### src/rtl/kronos_types.sv
// Shared Kronos bus-master types: DMA FSM state encoding and bus constants.
package kronos_types;

   typedef enum logic [2:0] {
      StIdle,
      StRdReq,
      StWrReq,
      StGap,
      StDone
   } dma_state_e;

   localparam logic [3:0] DMA_MASK_WORD = 4'b1111;

   function automatic logic is_word_aligned(input logic [1:0] addr_lsbs);
      return addr_lsbs == 2'b00;
   endfunction

endpackage

### src/rtl/kronos_dma_master.sv
// Serial word-copy bus master: reads one word, writes it back out, repeats cfg_len times.
// Drives the same req/ack port set a core LSU presents to the memory arbiter.
module kronos_dma_master
   import kronos_types::*;
#(
   parameter int unsigned LEN_W      = 16,
   parameter int unsigned GAP_CYCLES = 0
) (
   input  logic             clk,
   input  logic             rstz,
   input  logic             cfg_start,
   input  logic [31:0]      cfg_src,
   input  logic [31:0]      cfg_dst,
   input  logic [LEN_W-1:0] cfg_len,
   output logic             busy,
   output logic             done,
   output logic             error,
   output logic [31:0]      data_addr,
   output logic [31:0]      data_wr_data,
   output logic [3:0]       data_mask,
   output logic             data_wr_en,
   output logic             data_req,
   input  logic [31:0]      data_rd_data,
   input  logic             data_ack
);

   // Gap counter counts down to zero, so it is loaded with one less than the gap length.
   localparam logic [3:0] GAP_LOAD = (GAP_CYCLES > 0) ? 4'(GAP_CYCLES - 1) : 4'd0;

   dma_state_e       state_q;
   logic [31:0]      src_q;
   logic [31:0]      dst_q;
   logic [LEN_W-1:0] rem_q;
   logic [31:0]      word_q;
   logic [31:0]      addr_q;
   logic             wr_en_q;
   logic             req_q;
   logic             busy_q;
   logic             done_q;
   logic             error_q;
   logic [3:0]       gap_cnt_q;
   logic             gap_to_wr_q;

   always_ff @(posedge clk or negedge rstz) begin
      if (!rstz) begin
         state_q     <= StIdle;
         src_q       <= '0;
         dst_q       <= '0;
         rem_q       <= '0;
         word_q      <= '0;
         addr_q      <= '0;
         wr_en_q     <= 1'b0;
         req_q       <= 1'b0;
         busy_q      <= 1'b0;
         done_q      <= 1'b0;
         error_q     <= 1'b0;
         gap_cnt_q   <= '0;
         gap_to_wr_q <= 1'b0;
      end else begin
         done_q  <= 1'b0;
         error_q <= 1'b0;
         unique case (state_q)
            StIdle: begin
               if (cfg_start) begin
                  if (!is_word_aligned(cfg_src[1:0]) || !is_word_aligned(cfg_dst[1:0])) begin
                     error_q <= 1'b1;
                  end else if (cfg_len == '0) begin
                     done_q  <= 1'b1;
                     state_q <= StDone;
                  end else begin
                     src_q   <= cfg_src;
                     dst_q   <= cfg_dst;
                     rem_q   <= cfg_len;
                     addr_q  <= cfg_src;
                     wr_en_q <= 1'b0;
                     req_q   <= 1'b1;
                     busy_q  <= 1'b1;
                     state_q <= StRdReq;
                  end
               end
            end

            StRdReq: begin
               if (req_q && data_ack) begin
                  word_q <= data_rd_data;
                  if (GAP_CYCLES > 0) begin
                     req_q       <= 1'b0;
                     gap_cnt_q   <= GAP_LOAD;
                     gap_to_wr_q <= 1'b1;
                     state_q     <= StGap;
                  end else begin
                     // The ack cycle itself is the one mandatory idle cycle between requests.
                     addr_q  <= dst_q;
                     wr_en_q <= 1'b1;
                     state_q <= StWrReq;
                  end
               end
            end

            StWrReq: begin
               if (req_q && data_ack) begin
                  src_q <= src_q + 32'd4;
                  dst_q <= dst_q + 32'd4;
                  rem_q <= rem_q - LEN_W'(1);
                  if (rem_q == LEN_W'(1)) begin
                     req_q   <= 1'b0;
                     wr_en_q <= 1'b0;
                     busy_q  <= 1'b0;
                     done_q  <= 1'b1;
                     state_q <= StDone;
                  end else if (GAP_CYCLES > 0) begin
                     req_q       <= 1'b0;
                     gap_cnt_q   <= GAP_LOAD;
                     gap_to_wr_q <= 1'b0;
                     state_q     <= StGap;
                  end else begin
                     addr_q  <= src_q + 32'd4;
                     wr_en_q <= 1'b0;
                     state_q <= StRdReq;
                  end
               end
            end

            StGap: begin
               if (gap_cnt_q == '0) begin
                  req_q <= 1'b1;
                  if (gap_to_wr_q) begin
                     addr_q  <= dst_q;
                     wr_en_q <= 1'b1;
                     state_q <= StWrReq;
                  end else begin
                     addr_q  <= src_q;
                     wr_en_q <= 1'b0;
                     state_q <= StRdReq;
                  end
               end else begin
                  gap_cnt_q <= gap_cnt_q - 4'd1;
               end
            end

            StDone: begin
               state_q <= StIdle;
            end

            default: begin
               state_q <= StIdle;
            end
         endcase
      end
   end

   // Request drops combinationally in the ack cycle so the responder never sees a repeat.
   assign data_req     = req_q & ~data_ack;
   assign data_addr    = addr_q;
   assign data_wr_data = word_q;
   assign data_wr_en   = wr_en_q;
   assign data_mask    = DMA_MASK_WORD;
   assign busy         = busy_q;
   assign done         = done_q;
   assign error        = error_q;

endmodule

### config.mk
export PLATFORM = sky130hd
export DESIGN_NAME = kronos_dma_master
export DESIGN_NICKNAME = d
export VERILOG_FILES = /design/src/rtl/kronos_types.sv /design/src/rtl/kronos_dma_master.sv
export SDC_FILE = /design/constraint.sdc
export NUM_CORES = 1
export LEC_CHECK = 0
export BUFFER_PORTS_ARGS = -buffer_cell sky130_fd_sc_hd__buf_2
export CORE_ASPECT_RATIO = 1.1
export CORE_MARGIN = 10
export CORE_UTILIZATION = 40
export CTS_BUF_LIST = sky130_fd_sc_hd__clkbuf_8
export DETAILED_ROUTE_END_ITERATION = 8
export PLACE_DENSITY = 0.63
export REMOVE_ABC_BUFFERS = 1
export SYNTH_ARGS = -nofsm -noshare
export SYNTH_HDL_FRONTEND = slang
export SYNTH_SLANG_ARGS = --single-unit
### constraint.sdc
create_clock -name clk -period 2.31 [get_ports clk]
set_input_delay 0.3465 -clock clk [delete_from_list [all_inputs] [get_ports clk]]
set_output_delay 0.3465 -clock clk [all_outputs]
set_load 0.01 [all_outputs]
==> results.cfg, run 1 <==
[run_status]
outcome = finished, final reports clean

[pwr]
swShare_pct = 46.8
pwr-share-comb_pct = 55.3
internal-power_uw = 8930
clockPowerShare_pct = 13.4
powerDensity_nw_per_um2 = 1470
seq_power_share_pct = 31.2
power.switching_uw = 7870
leakage_uw = 0.00499
peakVddDrop_v = 0.000591

[synth]
synth-main-ff-cell = dfrtp_1
yosysUniqueCellTypes = 69
syn_inst = 1047
avgSynthCellArea_um2 = 8.75
synth_edf_count = 0
synthArstFlopShare_pct = 100
syn_area_um2 = 9170
synth-seq-cells = 156
ys_warn_count = 1
ys_seq_area_share_pct = 42.6

[global_routing]
grt_pass1_wl_mm = 49.1
antenna_found_initial = 1
grt_usage_pct = 21.0
grt_max_degree = 59
grt_pass1_vias = 8883
gr-total-overflow = 0

[place]
gp_congestion = 0.913
hpwl_mm = 23.7
post_dp_cell_area_um2 = 11000
placed_cells = 1550
io_buffers = 184

[floorplanning]
pin_count = 189
dieArea_um2 = 29400
start_util_pct = 40.4
fp.dieW_um = 164
core_area_um2 = 22700
dieHeight_um = 179
rows = 58

[sta]
period_share_pct = 94.4
slew_viol_final = 0
whs_ns = 0.0893
rsz0062_at_grt = yes
clock.fmax_ghz = 0.458
slew_headroom_pct = 57.9
skew_ns = 0.0173
setup_violations = 0
worstMarginPinSlew_ns = 0.632
hold_viol = 0
fin_crit_ns = 2.18

[route]
detail-route-antenna-nets = 0
drt-initial-drc-count = 808
wirelength_mm = 31.4
via_per_inst = 5.72
wl_per_cell_um = 19.8
first_pass_iters = 5
vias = 9074
drc = 0

[worst_setup_path]
crit_buf_inv = 3
path_max_fanout = 33
worstPathCellList = inv_1, buf_4, nor2_1, nand2_1, nor2_2, buf_12, mux2_2
worst_setup_path_start_kind = flop
cp_slowest_stage_delay_ns = 0.56
slowest_stage = dfrtp_1
path_delay_family = simple AND/OR/NAND/NOR gates
path_class = reg -> reg
end_kind = flop
arrival_ns = 2.54
cp_data_required_time_ns = 2.67

[cts]
cts_setup_buffers = 0
cts_max_level = 4
cts.sinks = 156
cts_buffers = 17
clockBufferDepth = 2
cts_tree = done
clk_latency_ns = 0.48
root_buffer = clkbuf_8
clk_pin_slew_worst_paths_ns = 0.12

[final_layout]
final_cell_mix = buf_2, dfrtp_1, nor2_1, a21oi_1, nand2_1
fin_area_um2 = 11500
post_layout_nonfiller_instances = 1585
layout-area-overhead-vs-synth_pct = 25.0
final_nets = 1391
final_util_pct = 50.4
final_common_cell = buf_2
drive_above_1_share_pct = 30.2

[flow_run]
cap_violations = 0

[worst_hold_path]
hold_class = in -> reg
[synth_stat cells (5+ instances only)]
cell type / instances / area [um2]
o22ai_1: 44 / 275
nand2_1: 93 / 349
o2bb2ai_1: 5 / 43.8
or2_2: 5 / 31.3
nor4_4: 6 / 128
or3_1: 11 / 68.8
xnor2_1: 13 / 114
o21ai_0: 79 / 395
and3_1: 11 / 68.8
a21oi_1: 105 / 526
clkbuf_1: 33 / 124
dfrtp_1: 156 / 3900
nor3_2: 5 / 50.1
nand3_1: 49 / 245
xor2_1: 10 / 87.6
a22oi_1: 10 / 75.1
nor2_1: 111 / 417
nor4_1: 13 / 81.3
a31oi_1: 13 / 81.3
mux2_2: 35 / 394
inv_1: 21 / 78.8
nand4_1: 12 / 75.1
a21o_1: 10 / 75.1
buf_2: 28 / 140
and4_1: 9 / 78.8
o31ai_1: 19 / 143
ha_1: 5 / 62.6
nor3_1: 17 / 85.1
buf_1: 10 / 37.5
a2bb2oi_1: 14 / 123
a211oi_1: 7 / 52.6
buf_4: 8 / 60.1
nor2b_1: 6 / 37.5
o21ai_1: 7 / 35.0
[worst paths after layout]
check,from,end,slack [ns],cells past startpoint
setup / recovery,state_q[0]$_DFFE_PN0P_,data_wr_data[23]$_DFFE_PN0P_,0.13,7
hold / removal,data_rd_data[28],data_wr_data[28]$_DFFE_PN0P_,0.09,2
setup reg to reg,state_q[0]$_DFFE_PN0P_,data_wr_data[23]$_DFFE_PN0P_,0.13,7
hold reg to reg,data_addr[18]$_DFFE_PN0P_,data_addr[18]$_DFFE_PN0P_,0.48,1
max in group asynchronous,rstz,dst_q[22]$_DFFE_PN0P_,1.17,3
min in group asynchronous,rstz,data_addr[27]$_DFFE_PN0P_,0.42,2
[cell type report]
class | instances | area, um2
inverter | 21 | 78.8
tap | 300 | 375
multi-input combinational | 791 | 4830
antenna | 2 | 5.00
sequential | 156 | 3900
fill | 2169 | 11300
timing repair buffer | 283 | 1820
clock inverter | 15 | 206
clock buffer | 17 | 234
[sequential cells by signal, summed over array words and instances (netlist names)]
signal and cells:
data_wr_en 1, error 1, src_q 32, rem_q 16, data_wr_data 32, data_addr 32
gap_cnt_q 4, state_q 3, busy 1, req_q 1, dst_q 32, done 1
[cell families after synthesis]
logic type               synth area share [%]
AND/OR/NAND/NOR                          21.6
AO/OA/AOI/OAI                            23.1
flip-flops                               42.6
buffers and inverters                    5.17
multiplexers                             4.63
XOR/XNOR                                 2.20
adder cells (fa/ha/maj)                 0.683
other                                  0.0409
[repair_timing]
action | in CTS | in global routing
resized for setup | 0 | 2
setup endpoints to repair | 0 | 6
hold buffers | 1 | 0
endpoints found under the hold margin | 53 | 0
[worst register-to-register path: stages (launching register included)]
cell and delay (ns):
dfrtp_1 0.56, inv_1 0.13, buf_4 0.21, nor2_1 0.29, nand2_1 0.13, nor2_2 0.15, buf_12 0.22, mux2_2 0.38
[stage by stage]
step	worst slack (ns)	total power [uW]	setup TNS [ns]
detailed placement	0.104	14500	0
CTS	0.132	16800	0
finish	0.128	16800	0
floorplan	-8.73	10200	-885.59
global route	-0.0135	18000	-0.0135
global placement	0.122	14300	0
[per-layer routing]
metal	wire length, um	up-vias	global-route usage (%)
li1	-	4283	-
met1	13200	4342	27.1
met2	14800	396	34.0
met3	2480	53	4.59
met4	850	0	7.34
met5	0	-	0
[power by group through the flow]
stage | clock network [uW] | logic (uW) | registers (uW)
after detailed placement | 0 | 9240 | 5270
after floorplan | 0 | 4810 | 5400
after global placement | 0 | 9100 | 5230
after CTS | 2300 | 9270 | 5210
final | 2260 | 9290 | 5250
after global routing | 2410 | 10200 | 5410
Note: power is estimated with default switching activity, not from simulation.
==> run 2, diff against run 1 <==
CTS_BUF_LIST = unset   (was sky130_fd_sc_hd__clkbuf_8)
==> run 2 against run 1 <==
  * Worst setup slack worse by 0.0028 ns
  * Fmax is 0.13% lower
  * Non-clock buffer count stayed put
  * Hold slack better by 0.038 ns
  * Flip-flop and latch count stayed put
  * Utilization is 0.86 points higher
  * Clock skew is 0.0074 ns lower
  * Final area is 1.7% higher
  * Power is 4.5% higher
  * Sequential share of layout area is 0.56 points lower
  * Critical endpoint unchanged
  * Largest power group unchanged
==> results.cfg, run 2 (synthesis gave the netlist of run 1 again) <==
[run_status]
outcome = finished, final reports clean

[floorplanning]
dieHeight_um = 179
rows = 58
pin_count = 189
core_area_um2 = 22700
fp.dieW_um = 164
dieArea_um2 = 29400
start_util_pct = 40.4

[route]
detail-route-antenna-nets = 0
drt-initial-drc-count = 791
via_per_inst = 5.78
vias = 9152
wl_per_cell_um = 19.9
drc = 0
first_pass_iters = 7
wirelength_mm = 31.5

[final_layout]
final_nets = 1391
layout-area-overhead-vs-synth_pct = 27.1
regArea_um2 = 3910
final_util_pct = 51.3
multi_input_area_um2 = 4830
final_common_cell = buf_2
drive_above_1_share_pct = 30.3
num-fill-cells = 2147
final_cell_mix = buf_2, dfrtp_1, nor2_1, a21oi_1, nand2_1

[pwr]
peakVddDrop_v = 0.000605
internal-power_uw = 9580
powerDensity_nw_per_um2 = 1510
seq_power_share_pct = 30.0
pwr-share-comb_pct = 53.0
swShare_pct = 45.4
clockPowerShare_pct = 17.0
power.switching_uw = 7970
leakage_uw = 0.00507

[flow_run]
cap_violations = 0

[cts]
cts_max_level = 4
cts.sinks = 156
clk_latency_ns = 0.44
root_buffer = clkbuf_16
cts_tree = done
cts_buffers = 17
clockBufferDepth = 2
clk_pin_slew_worst_paths_ns = 0.08
cts_setup_buffers = 0

[worst_setup_path]
crit_buf_inv = 3
end_kind = flop
worstPathCellList = inv_1, buf_4, nor2_1, nand2_1, nor2_2, buf_12, mux2_2
cp_slowest_stage_delay_ns = 0.56
slowest_stage = dfrtp_1
path_class = reg -> reg
path_max_fanout = 33
ff2ff_setup_slack_ns = 0.13
worst_setup_path_start_kind = flop
arrival_ns = 2.51
path_delay_family = buffers and inverters
cp_data_required_time_ns = 2.63

[sta]
setup_violations = 0
fin_crit_ns = 2.18
slew_headroom_pct = 58.2
period_share_pct = 94.6
rsz0062_at_grt = no
fin_ws_ns = 0.126
skew_ns = 0.00990
hold_viol = 0
clock.fmax_ghz = 0.458
worstMarginPinSlew_ns = 0.628
slew_viol_final = 0

[place]
io_buffers = 184
hpwl_mm = 23.7
gp_congestion = 0.913
pre_cts_slack_ns = 0.104

[global_routing]
grt_usage_pct = 21.1
grt_pass1_vias = 8910
gr-total-overflow = 0
grt_pass1_wl_mm = 49.3
antenna_found_initial = 1
grt_max_degree = 59

[worst_hold_path]
hold_class = in -> reg
## run 2: final timing paths
kind | startpoint | end | cells past startpoint
max | state_q[0]$_DFFE_PN0P_ | data_wr_data[23]$_DFFE_PN0P_ | 7
min | data_rd_data[28] | data_wr_data[28]$_DFFE_PN0P_ | 2
max reg2reg | state_q[0]$_DFFE_PN0P_ | data_wr_data[23]$_DFFE_PN0P_ | 7
min reg2reg | data_addr[18]$_DFFE_PN0P_ | data_addr[18]$_DFFE_PN0P_ | 1
max in group asynchronous | rstz | dst_q[22]$_DFFE_PN0P_ | 3
min in group asynchronous | rstz | data_addr[27]$_DFFE_PN0P_ | 2
## run 2: area by class of cell
type                    instances  area share (%)
clock inverters                15            1.77
inverters                      21           0.677
well taps                     300            3.22
multi-input cells             791            41.5
repair buffers                283            15.6
clock buffers                  17            3.65
diodes                          1          0.0215
flip-flops and latches        156            33.5
## run 2: timing repair
action / CTS / global route
setup endpoints to repair: 0 / 5
gates resized for setup: 0 / 4
hold buffers: 1 / 0
hold endpoints to repair: 53 / 0
## run 2: metal layers
layer	global-route usage (%)	vias to the layer above	share of wire (%)
met1	27.5	4443	42
met2	33.9	371	47
met3	3.81	61	7.6
li1	-	4277	-
met5	0	-	0
met4	8.46	0	3.0
## run 2: power by group through the flow
| stage | logic [uW] | registers, uW | clock network [uW] |
|---|---|---|---|
| floorplan | 4810 | 5400 | 0 |
| global placement | 9100 | 5230 | 0 |
| detailed placement | 9240 | 5270 | 0 |
| CTS | 9270 | 5220 | 3030 |
| global route | 10200 | 5420 | 3130 |
| finish | 9310 | 5260 | 2980 |
## run 2: per-stage QoR
stage	power, uW	instance area, um2	hold WS (ns)	cells	setup TNS, ns
floorplan	10200	8780	0.0509	968	-885.59
global placement	14300	11000	0.387	1550	0
detailed placement	14500	11000	0.388	1550	0
CTS	17500	11600	0.115	1583	0
global route	18700	11600	0.124	1583	0
finish	17600	11700	0.127	1584	0
